### src/rtl/rega_controle_fsm.sv
// Irrigation controller: synchronizes and debounces the level/soil sensors, then
// runs the fill/water/fault state machine that drives Ve, Vs, ERRO and Estado.

module rega_deb #(
    parameter int DEB_CYC = 4
) (
    input  logic clk,
    input  logic rst_n,
    input  logic din,
    output logic dout
);
    localparam int CW = $clog2(DEB_CYC + 1);
    localparam logic [CW-1:0] CNT_MAX = CW'(DEB_CYC);

    logic          s1_q;
    logic          s2_q;
    logic          cand_q;
    logic          cand_d;
    logic          filt_q;
    logic          filt_d;
    logic [CW-1:0] cnt_q;
    logic [CW-1:0] cnt_d;

    // The edge that loads a new candidate already counts as its first match.
    always_comb begin
        cand_d = s2_q;
        if (s2_q != cand_q) begin
            cnt_d = CW'(1);
        end else if (cnt_q != CNT_MAX) begin
            cnt_d = cnt_q + CW'(1);
        end else begin
            cnt_d = cnt_q;
        end
        filt_d = (cnt_d == CNT_MAX) ? s2_q : filt_q;
    end

    always_ff @(posedge clk or negedge rst_n) begin
        if (!rst_n) begin
            s1_q   <= 1'b0;
            s2_q   <= 1'b0;
            cand_q <= 1'b0;
            cnt_q  <= '0;
            filt_q <= 1'b0;
        end else begin
            s1_q   <= din;
            s2_q   <= s1_q;
            cand_q <= cand_d;
            cnt_q  <= cnt_d;
            filt_q <= filt_d;
        end
    end

    assign dout = filt_q;
endmodule

module rega_controle_fsm #(
    parameter int DEB_CYC = 4,
    parameter int T_ENCHE = 1000,
    parameter int T_REGA  = 500
) (
    input  logic       Clk,
    input  logic       Rst,
    input  logic       Nl,
    input  logic       Nm,
    input  logic       Nh,
    input  logic       Us,
    output logic       Ve,
    output logic       Vs,
    output logic       ERRO,
    output logic [1:0] Estado
);
    localparam int T_MAX = (T_ENCHE > T_REGA) ? T_ENCHE : T_REGA;
    localparam int TW    = $clog2(T_MAX) + 1;
    localparam logic [TW-1:0] ENCHE_LIM = TW'(T_ENCHE - 1);
    localparam logic [TW-1:0] REGA_LIM  = TW'(T_REGA - 1);
    localparam logic [TW-1:0] TMR_SAT   = '1;

    typedef enum logic [1:0] {
        ST_IDLE = 2'b00,
        ST_ENCH = 2'b01,
        ST_REGA = 2'b10,
        ST_ERRO = 2'b11
    } state_t;

    logic          nl_f;
    logic          nm_f;
    logic          nh_f;
    logic          us_f;
    logic [2:0]    lvl;
    logic          lvl_ok;
    logic          lvl_empty;
    logic          rega_tout;

    state_t        state_q;
    state_t        state_d;
    logic [TW-1:0] tmr_q;
    logic [TW-1:0] tmr_d;
    logic          bloq_q;
    logic          bloq_d;
    logic          ve_q;
    logic          ve_d;
    logic          vs_q;
    logic          vs_d;
    logic          erro_q;
    logic          erro_d;

    function automatic logic level_valid(input logic [2:0] l);
        return (l == 3'b000) || (l == 3'b001) || (l == 3'b011) || (l == 3'b111);
    endfunction

    rega_deb #(.DEB_CYC(DEB_CYC)) u_deb_nl (.clk(Clk), .rst_n(Rst), .din(Nl), .dout(nl_f));
    rega_deb #(.DEB_CYC(DEB_CYC)) u_deb_nm (.clk(Clk), .rst_n(Rst), .din(Nm), .dout(nm_f));
    rega_deb #(.DEB_CYC(DEB_CYC)) u_deb_nh (.clk(Clk), .rst_n(Rst), .din(Nh), .dout(nh_f));
    rega_deb #(.DEB_CYC(DEB_CYC)) u_deb_us (.clk(Clk), .rst_n(Rst), .din(Us), .dout(us_f));

    assign lvl       = {nh_f, nm_f, nl_f};
    assign lvl_ok    = level_valid(lvl);
    assign lvl_empty = (lvl == 3'b000);

    // Branch order inside each state is the conflict-resolution priority.
    always_comb begin
        state_d   = state_q;
        rega_tout = 1'b0;
        case (state_q)
            ST_IDLE: begin
                if (!lvl_ok)                state_d = ST_ERRO;
                else if (lvl_empty)         state_d = ST_ENCH;
                else if (us_f && !bloq_q)   state_d = ST_REGA;
            end
            ST_ENCH: begin
                if (!lvl_ok)                state_d = ST_ERRO;
                else if (nh_f)              state_d = ST_IDLE;
                else if (tmr_q >= ENCHE_LIM) state_d = ST_ERRO;
            end
            ST_REGA: begin
                if (!lvl_ok)                state_d = ST_ERRO;
                else if (lvl_empty)         state_d = ST_ENCH;
                else if (!us_f)             state_d = ST_IDLE;
                else if (tmr_q >= REGA_LIM) begin
                    state_d   = ST_IDLE;
                    rega_tout = 1'b1;
                end
            end
            default: state_d = ST_ERRO;
        endcase

        if (state_d != state_q) begin
            tmr_d = '0;
        end else if ((state_q == ST_ENCH || state_q == ST_REGA) && tmr_q != TMR_SAT) begin
            tmr_d = tmr_q + TW'(1);
        end else begin
            tmr_d = tmr_q;
        end

        // Lockout survives until the soil sensor reads wet again.
        if (!us_f)          bloq_d = 1'b0;
        else if (rega_tout) bloq_d = 1'b1;
        else                bloq_d = bloq_q;

        ve_d   = (state_d == ST_ENCH);
        vs_d   = (state_d == ST_REGA);
        erro_d = (state_d == ST_ERRO);
    end

    always_ff @(posedge Clk or negedge Rst) begin
        if (!Rst) begin
            state_q <= ST_IDLE;
            tmr_q   <= '0;
            bloq_q  <= 1'b0;
            ve_q    <= 1'b0;
            vs_q    <= 1'b0;
            erro_q  <= 1'b0;
        end else begin
            state_q <= state_d;
            tmr_q   <= tmr_d;
            bloq_q  <= bloq_d;
            ve_q    <= ve_d;
            vs_q    <= vs_d;
            erro_q  <= erro_d;
        end
    end

    assign Ve     = ve_q;
    assign Vs     = vs_q;
    assign ERRO   = erro_q;
    assign Estado = state_q;
endmodule

### config.mk
export PLATFORM = sky130hd
export DESIGN_NAME = rega_controle_fsm
export DESIGN_NICKNAME = d
export VERILOG_FILES = /design/src/rtl/rega_controle_fsm.sv
export SDC_FILE = /design/constraint.sdc
export NUM_CORES = 1
export LEC_CHECK = 0
export CAP_MARGIN = 15
export CORE_MARGIN = 5
export CORE_UTILIZATION = 50
export CTS_BUF_LIST = sky130_fd_sc_hd__clkbuf_4
export CTS_CLUSTER_DIAMETER = 60
export CTS_CLUSTER_SIZE = 8
export DETAILED_ROUTE_END_ITERATION = 6
export PLACE_DENSITY = 0.69
export SLEW_MARGIN = 30
export SYNTH_ARGS = -nofsm -noshare
export SYNTH_HDL_FRONTEND = slang
export SYNTH_SLANG_ARGS = --single-unit
### constraint.sdc
create_clock -name Clk -period 2.4 [get_ports Clk]
set_clock_uncertainty 0.1 [all_clocks]
set_input_delay 0.48 -clock Clk [delete_from_list [all_inputs] [get_ports Clk]]
set_output_delay 0.48 -clock Clk [all_outputs]
set_load 0.02 [all_outputs]
==> summary.md <==
| Metric | Value |
|---|---|
| PwrDens | `~1100 nW/um^2` |
| Routed Antenna Nets | `0` |
| Final Wtd Congestion | `0.8428` |
| Die height | `around 76 um` |
| Final setup fails | `0` |
| Bufs and invs on worst path | `0` |
| Slowest stage cell, crit path | `dfrtp_1` |
| Post-Syn Nets | `between 200 and 250` |
| 1st-pass router iterations | `4` |
| Vias | `1553` |
| Seq pwr share | `0.392` |
| Leakage | `around 1.1 nW` |
| Synth Cell Area | `around 2200 sq um` |
| Crit start category | `flop` |
| Peak supply drop | `0.6236 mV` |
| Area Overhead vs Synth | `13.34%` |
| Comb pwr share | `0.442` |
| Pin count of the biggest net entering global routing | `30` |
| Global-route wire length before repair | `approximately 6400 um` |
| Max-cap violations | `0` |
| Syn_area_per_cell | `10.39 sq um` |
| Clk pin slew, worst setup/hold paths | `0.12 ns` |
| Initial Util | `0.5095` |
| Outcome | `completed` |
| Critical path class | `flop to flop` |
| CP max stage delay | `0.42 ns` |
| Switching part of the total power | `0.3825` |
| Final setup margin | `between 0.1 and 0.15 ns` |
| CTS tree | `built` |
| WHS | `around 0.030 ns` |
| Tcrit/Tclk final | `0.9413` |
| Drt drc | `0` |
| FF+latch count, synth | `45` |
| Internal power | `roughly 1.7 mW` |
| Core area | `approximately 4300 sq um` |
| # clock sinks | `45` |
| Inserted Diodes | `0` |
| Hold Violations, Final | `0` |
| Crit path arrival time | `2.43 ns` |
| Slew Viols, Final | `0` |
| Antenna violations before repair | `0` |
| Clock Tree Buf Depth | `2` |
| Max-Slew Margin vs Limit | `0.5821` |
| H-Tree Depth | `2` |
| Std-Cell Rows | `24` |
| Min Tclk post-route | `roughly 2.3 ns` |
| Detail-routed via count per cell | `5.374` |
| Global route overflow | `0` |
| Clk pwr share | `0.166` |
| Worst hold path class | `primary input to async pin` |
| Drt wl/cell | `13.20 um` |
| Vias in the first global route | `roughly 1.5k` |
| Crit-path cells | `ha_1 > a211o_1 > o211ai_1 > a21boi_1 > o31ai_2 > nand3_2 > nor3_1` |
| IO Pins | `11` |
| Final wirelength | `3815 um` |
| Asr flop ratio synth | `1.000` |
| Final HPWL from detailed placement | `~2700 um` |
| Slew @ Worst Pin | `approximately 0.63 ns` |
| Top Family by Delay on Critical Path | `compound AO/OA/AOI/OAI gates` |
| Sequential share of the synthesized area | `0.5111` |
| Root buffer selected by CTS | `clkbuf_4` |
| Hold buffers post-CTS | `0` |
| Pre-CTS setup slack | `0.04074 ns` |
| Number of nets in the layout | `~260` |
| Ys flop type | `dfrtp_1` |
| Max Clk Rate | `0.4427 GHz` |
| Global Route Usage Sum | `0.1315` |
| Total clock buffers created by CTS | `5` |
| Crit. End Element | `flop` |
| Die footprint | `slightly below 6000 sq um` |
| Yosys warnings | `0` |
| PortBufs | `10` |
| Sw Pwr | `approximately 1.0 mW` |
| Die width | `between 70 and 80 um` |
| Layout cells sized above 1 | `0.1308` |
| Synth Instances | `212` |
| CP max FO | `6` |
| Post-synth cell types | `46` |
| Required time of the critical path | `~2.6 ns` |
| Worst-Skew Late Latency | `between 0.3 and 0.4 ns` |
| RSZ-0062 raised after global routing | `yes` |
| Starting DRT DRC Count | `68` |
| Post-synth EDFFs | `0` |
-- path summary, 6_finish.rpt --
check	startpoint	slack [ns]	depth (start not counted)	endpoint
worst min-delay path	Rst	0.03	1	Estado[0]$_DFF_PN0_
worst min register to register	u_deb_nm.s1_q$_DFF_PN0_	0.26	0	u_deb_nm.cand_d$_DFF_PN0_
worst max-delay path	tmr_q[1]$_DFFE_PN0P_	0.14	7	tmr_q[2]$_DFFE_PN0P_
worst max register to register	tmr_q[1]$_DFFE_PN0P_	0.14	7	tmr_q[2]$_DFFE_PN0P_
min in group Clk	u_deb_nm.s1_q$_DFF_PN0_	0.26	0	u_deb_nm.cand_d$_DFF_PN0_
max in group asynchronous	Rst	1.60	2	tmr_q[7]$_DFFE_PN0P_
-- flip-flops by register name (all words and copies together), names as in the netlist, 2 cells and up --
signal,cells
Estado,2
tmr_q,11
u_deb_nh.cnt_q,3
u_deb_nl.cnt_q,3
u_deb_nm.cnt_q,3
u_deb_us.cnt_q,3
-- worst reg2reg max path, stage by stage (launching register included) --
cell and delay, ns:
dfrtp_1 0.42, ha_1 0.24, a211o_1 0.31, o211ai_1 0.17, a21boi_1 0.15, o31ai_2 0.33
nand3_2 0.25, nor3_1 0.23
-- synth_stat cells (3+ instances only) --
cell type	number	area, sq um
nand3_1	10	50.05
nor3b_1	3	22.52
a21oi_1	10	50.05
and3_1	4	25.02
nor3_1	6	30.03
mux2_2	4	45.04
xor2_1	5	43.79
inv_1	13	48.80
ha_1	13	162.7
o211ai_1	3	22.52
dfrtp_1	45	1126
xnor2_1	7	61.31
o21ai_0	4	20.02
nand2_1	20	75.07
or2_2	3	18.77
nor2_1	24	90.09
-- area by class of cell --
cell class                      count  area (sq um)
Tap cell                           52         65.06
Fill cell                         388          1827
Clock buffer                        6         45.04
Inverter                           13         48.80
Multi-Input combinational cell    153          1022
Clock inverter                      2         33.78
Timing Repair Buffer               18         155.1
Sequential cell                    45          1127
-- kinds of logic (layout without fill, tap and decap cells) --
logic type,after synthesis,in the layout,share of synthesized area
muxes,6,6,0.02953
AOI/OAI and AO/OA,31,31,0.08915
buffers and inverters,15,39,0.02953
xor gates and xnor gates,12,12,0.04770
DFF,45,45,0.5111
and+or+nand+nor,90,91,0.2192
adders and majority gates,13,13,0.07382
-- layout by cell type, fill, tap and decap left out, types with 2 or more instances in the layout --
cell type / instances
and3_1: 4
nor3_1: 6
and2_1: 2
and4_1: 2
xnor2_1: 7
mux2_2: 4
clkdlybuf4s50_1: 9
ha_1: 13
nand2b_1: 2
dfrtp_1: 44
clkbuf_4: 6
nor4b_1: 2
xor2_1: 5
nor3b_1: 3
a31oi_1: 2
nor2_1: 24
or2_2: 3
o211ai_1: 3
buf_4: 8
a21oi_1: 10
nand2_1: 20
mux2i_1: 2
o21ai_0: 4
inv_1: 13
nand3_1: 11
-- metrics by stage --
stage	power [mW]	instances	TNS, ns	area (sq um)	util
finish	2.724	289	0	2497	0.5775
global route	2.939	289	-0.003364	2497	0.5775
CTS	2.673	286	0	2471	0.5715
detailed placement	2.204	278	0	2392	0.5532
global placement	2.196	278	0	2392	0.5532
floorplan	1.911	212	0	2203	-
-- power groups by stage --
| stage | Clock [mW] | Combinational [mW] | Sequential [mW] |
|---|---|---|---|
| final | 0.453 | 1.20 | 1.07 |
| after global routing | 0.505 | 1.34 | 1.10 |
| after CTS | 0.471 | 1.13 | 1.07 |
| after detailed placement | 0 | 1.12 | 1.08 |
| after global placement | 0 | 1.12 | 1.08 |
| after floorplan | 0 | 0.817 | 1.09 |
-- per-layer routing --
metal | global-route usage | part of all wire
met3 | 0.03901 | 0.044
met2 | 0.2192 | 0.49
met4 | 0.03846 | 0.0063
met1 | 0.1645 | 0.46
met5 | 0 | 0
-- what timing repair did --
| action | CTS | global route |
|---|---|---|
| setup buffers | 0 | 2 |
| gates resized for setup | 0 | 3 |
| endpoints found under the setup margin | 0 | 11 |
| endpoints found under the hold margin | 0 | 0 |
No activity file was read; power rests on OpenSTA's default activity.
